--- src/rtl/width_down_conv.sv ---
// Wide-to-narrow serializer: one RATIO*OUT_W word in, RATIO OUT_W-bit lanes out, valid/ready on both sides.
// Optional idle fill on data_out is enabled with `define WIDTH_DOWN_CONV_IDLE_FILL_EN.
module width_down_conv #(
  parameter int unsigned OUT_W     = 8,
  parameter int unsigned RATIO     = 4,
  parameter bit          MSB_FIRST = 1'b1,
  parameter int unsigned CNT_W     = 16
`ifdef WIDTH_DOWN_CONV_IDLE_FILL_EN
  ,
  parameter logic [OUT_W-1:0] IDLE_SYM = OUT_W'(8'hBC)
`endif
) (
  input  logic                   clk_4f,
  input  logic                   reset_L,
  input  logic [OUT_W*RATIO-1:0] data_in,
  input  logic                   valid_in,
  output logic                   ready_in,
  output logic [OUT_W-1:0]       data_out,
  output logic                   valid_out,
  input  logic                   ready_out,
  output logic [CNT_W-1:0]       word_cnt
);

  localparam int unsigned IN_W = OUT_W * RATIO;
  localparam int unsigned LW   = $clog2(RATIO);
  localparam logic [LW-1:0] LAST = LW'(RATIO - 1);
`ifdef WIDTH_DOWN_CONV_IDLE_FILL_EN
  localparam logic [OUT_W-1:0] IDLE_VAL = IDLE_SYM;
`else
  localparam logic [OUT_W-1:0] IDLE_VAL = '0;
`endif

  typedef enum logic {EMPTY = 1'b0, BUSY = 1'b1} state_t;

  state_t            state;
  logic [IN_W-1:0]   hold;
  logic [LW-1:0]     lane;
  logic [LW-1:0]     nxt_lane;
  logic              last;
  logic              xfer;
  logic              accept;

  function automatic logic [OUT_W-1:0] lane_sel(input logic [IN_W-1:0] w, input logic [LW-1:0] n);
    logic [LW-1:0] idx;
    idx = MSB_FIRST ? (LAST - n) : n;
    return w[idx*OUT_W +: OUT_W];
  endfunction

  assign valid_out = (state == BUSY);
  assign last      = (lane == LAST);
  assign nxt_lane  = lane + LW'(1);
  assign xfer      = valid_out && ready_out;
  // A new word may enter in the same cycle the final lane leaves, so streams have no bubble.
  assign ready_in  = (state == EMPTY) || (xfer && last);
  assign accept    = valid_in && ready_in;

  always_ff @(posedge clk_4f) begin
    if (!reset_L) begin
      state    <= EMPTY;
      hold     <= '0;
      lane     <= '0;
      data_out <= IDLE_VAL;
      word_cnt <= '0;
    end else begin
      if (xfer && last) begin
        word_cnt <= word_cnt + CNT_W'(1);
      end
      if (accept) begin
        hold     <= data_in;
        lane     <= '0;
        state    <= BUSY;
        data_out <= lane_sel(data_in, '0);
      end else if (xfer) begin
        if (last) begin
          state <= EMPTY;
          lane  <= '0;
`ifdef WIDTH_DOWN_CONV_IDLE_FILL_EN
          data_out <= IDLE_VAL;
`endif
        end else begin
          lane     <= nxt_lane;
          data_out <= lane_sel(hold, nxt_lane);
        end
      end
    end
  end

endmodule

--- config.mk ---
export PLATFORM = sky130hd
export DESIGN_NAME = width_down_conv
export DESIGN_NICKNAME = d
export VERILOG_FILES = /design/src/rtl/width_down_conv.sv
export SDC_FILE = /design/constraint.sdc
export NUM_CORES = 1
export LEC_CHECK = 0
export BUFFER_PORTS_ARGS = -buffer_cell sky130_fd_sc_hd__buf_2
export CAP_MARGIN = 20
export CORE_MARGIN = 2
export CORE_UTILIZATION = 48
export DETAILED_ROUTE_END_ITERATION = 8
export PLACE_DENSITY = 0.79
export SYNTH_ARGS = -nofsm -noshare
export SYNTH_HDL_FRONTEND = slang
export SYNTH_SLANG_ARGS = --single-unit
--- constraint.sdc ---
create_clock -name clk_4f -period 1.77 [get_ports clk_4f]
set_input_delay 0.531 -clock clk_4f [delete_from_list [all_inputs] [get_ports clk_4f]]
set_output_delay 0.531 -clock clk_4f [all_outputs]
set_load 0.02 [all_outputs]
==> impl_results.md <==
- Status: finished, final reports clean
- Worst reg-to-reg setup slack: 0.24 ns
- Setup repair after global routing missed its margin: yes
- Post-route worst setup slack: 0.0509 ns
- Seq cells post-synth: 59
- Maximum capacitance violations: 0
- Leakage component of the power: 0.00138 µW
- Clock transition time at the flip-flop clock pins of the worst setup and hold paths: 0.06 ns
- Initial DRT Pass Iterations: 4
- HPWL after detailed placement: 3800 µm
- Routed WL: 5500 µm
- Portion of total power attributed to sequential cells: 50.7%
- Reg-to-reg endpoint: word_cnt[15]
- Tightest Hold Check Type: primary input to register
- Vias: 2,205
- Global-route wire length before repair: 9650 µm
- Post-Synth XOR/XNOR Area: 2.70%
- Main flop type after synthesis: dfxtp_1
- Biggest fanout along the worst timing path: 4
- Syn. warnings: 0
- Area share of and/or/nand/nor cells after synthesis: 21.0%
- Final instance count without filler cells: 427
- Post-synth EDFFs: 0
- CTS H-Tree Depth: 3
- Max IR drop VDD: 543 µV
- Total routing usage reported by global routing: 20.2%
- Mux contribution to synthesized area: 7.75%
- Number of placed instances with taps included: 408
- R2R Path Start: word_cnt[2]
- Startpoint type of the worst setup path: register
- Worst-case hold slack: 0.436 ns
- Row cnt: 26
- Net Sw Power: 678 µW
- Area of all placed cells without fillers: 0.00325 mm²
- Net Sw Frac: 24.2%
- Pint: 2130 µW
- Pin count of the biggest net entering global routing: 44
- Average cell area after synthesis: 9.15 µm²
- Antenna violations before repair: 0
- Critical path start-end classification: register to output port
- Final number of setup-violating endpoints: 0
- Residual antenna-violating net count after detailed routing: 0
- Area of combinational cells with multiple inputs: 0.00133 mm²
- Number of max-slew violations in the final report: 0
- Via count of the first global-routing pass: 2,158
- Ratio of cells with drive above 1 in the final layout: 30.3%
- Met2 layer usage reported by global route: 33.2%
- Clk network pwr share: 37.8%
- Synth unique cells: 33
- Root Buffer: clkbuf_8
- Met1 track utilization from global routing: 25.3%
- Number of sinks handled by clock tree synthesis: 59
- Global route hottest layer: met2
- End point of the most critical hold path: hold[12]
- Worst hold path startpoint: data_in[12]
- Power density of the placed cells: 862 mW/mm²
- Rel. slew slack: 80.6%
- Worst Setup SP: lane[1]
- Minimum setup slack after placement: 0.0794 ns
- Synthesized-area fraction occupied by ao, oa, aoi and oai cells: 18.0%
- Worst-margin pin slew: 0.290 ns
- Cells after synthesis: 284
- Met3 demand-to-capacity share in global routing: 4.65%
- Total Die Area: 0.00602 mm²
- Utilization after layout: 62.8%
- Drt via density: 5.16
- Main area contributors after synthesis: dfxtp_1 45%, nand2_1 11%, a21boi_1 10%, mux4_2 6.9%, o21ai_0 2.9%
- Synth-to-Final Area Change: 25.1%
- Core footprint: 0.00517 mm²
- Net Count, Synth: 322
- Data required, critical path: 1.24 ns
- Share of synthesized area occupied by flip-flops and latches: 45.5%
- Io pins: 62
- Category of the worst setup path capture point: output port
- Diode insertion count for antenna repair: 0
- Netlist Area Pre-Place: 0.00260 mm²
- Area share of the leading cell type in the synthesized netlist: 45.5%
- Final critical path time including I/O delays and setup: 1.72 ns
- Proportion of register bits with asynchronous set or reset after synthesis: 0%
- Max Fclk: 582 MHz
- Per-cell routed wire length: 12.9 µm
- Synth area leader: dfxtp_1
- Combinational fraction of design power: 11.5%
- Vertical extent of the die: 77.6 µm
- Number of remaining DRC errors: 0
- Count of fill cells added during filler insertion: 454
- CTS tree: yes
- Global-route congestion overflow total: 0
- DRC violation total after the first TritonRoute iteration: 130
- Initial Utilization: 50.2%
- Clock latency reported for the late side of the worst-skew pair: 0.32 ns
- Max Root-Sink Buffers: 2
- Worst clock skew on the final layout: 0.00468 ns
- Port buffer count: 61
- Number of failing hold endpoints at the final stage: 0
- Final worst path period share: 97.1%
- Cell with the most instances after synthesis: nand2_1
- Hold-fix buffer count after cts: 0
- Number of cells on the worst reg-to-reg path: 4
- Placement Cell Area: 0.00303 mm²
- CP Data Arrival Time: 1.19 ns
- Placer's final routability congestion estimate: 0.791
- Depth of the worst hold-timing path: 3
- Die Wd: 77.6 µm
- Layout net count: 390
- Number of buffers inserted during clock tree synthesis: 9
- Post-synthesis share of cell area spent on full adders, half adders and majority gates: 0.963%
- Main combinational cell family by area after synthesis: simple AND/OR/NAND/NOR gates
- Sequential cell area: 0.00118 mm²
- Top cell types by occurrence after synthesis: 76 x nand2_1, 59 x dfxtp_1, 36 x a21boi_1
per-layer routing:
metal | vias to the layer above | wire length, µm | share of wire, %
li1 | 1116 | - | -
met1 | 1022 | 2590 | 47
met2 | 56 | 2580 | 47
met3 | 11 | 233 | 4.2
met4 | 0 | 96 | 1.7
met5 | - | 0 | 0
power by group through the flow:
stage                     Clock, µW  Sequential, µW  Combinational (µW)
after floorplan                   0            1460                 177
after global routing           1150            1430                 359
after detailed placement          0            1450                 320
after global placement            0            1450                 312
final                          1060            1420                 323
after CTS                      1080            1420                 324
layout make-up:
class                   count  area share [%]
clock inverters             2           0.308
inverters                   3           0.346
flip-flops and latches     59            36.5
well taps                  70            2.69
multi-input cells         202            40.8
repair buffers             77            14.4
clock buffers              14            5.00
timing repair:
| action | CTS | global route |
|---|---|---|
| endpoints found under the setup margin | 1 | 1 |
| buffers inserted | 1 | 2 |
| pin swaps | 1 | 2 |
| resized for setup | 1 | 6 |
worst max-delay path, stage by stage, from the launching register on:
cell and delay [ns]:
dfxtp_2 0.33, ha_4 0.17, a21boi_2 0.16, inv_1 0.06
buf_6 0.13
flip-flops by register name, indices dropped and copies added, names as in the netlist:
signal,count
lane,2
valid_out,1
data_out,8
hold,32
word_cnt,16
worst max-delay path by stage:
stage	endpoint	slack (ns)	cells after the start
global route	ready_in	-0.004	4
floorplan	word_cnt[10]	0.15	6
global placement	word_cnt[15]	0.11	5
detailed placement	word_cnt[15]	0.08	5
CTS	ready_in	0.02	3
finish	ready_in	0.05	4
cell families (layout without fill, tap and decap cells):
kind of cell             count (synthesis)  count (layout)
AND/OR/NAND/NOR                        115             115
AO/OA/AOI/OAI                           67              67
flip-flops                              59              59
buffers and inverters                   23              96
multiplexers                            10              10
XOR/XNOR                                 8               8
adder cells (fa/ha/maj)                  2               2
cells in the final DEF (no fill, tap or decap), drive strengths merged:
master   instances
mux4             8
o21ai           15
nor3             1
inv              3
or3              6
o21a             1
or3b             1
or4              1
o31ai            1
xor2             2
a31oi            8
nor2b            4
and3             3
nand3            6
a2bb2oi          1
buf             77
dfxtp           59
mux2i            1
nand2b           1
xnor2            6
clkbuf          14
a21boi          41
mux2             1
and4             3
nand4            4
nand2           76
and2             9
ha               2
clkinv           2
per-stage QoR:
stage / total power (µW) / setup TNS (ns)
2_1_floorplan: 1640 / 0
3_3_place_gp: 1760 / 0
3_5_place_dp: 1770 / 0
4_1_cts: 2830 / 0
5_1_grt: 2940 / -0.00399
6_report: 2800 / 0
(Power assumes the default switching activity.)
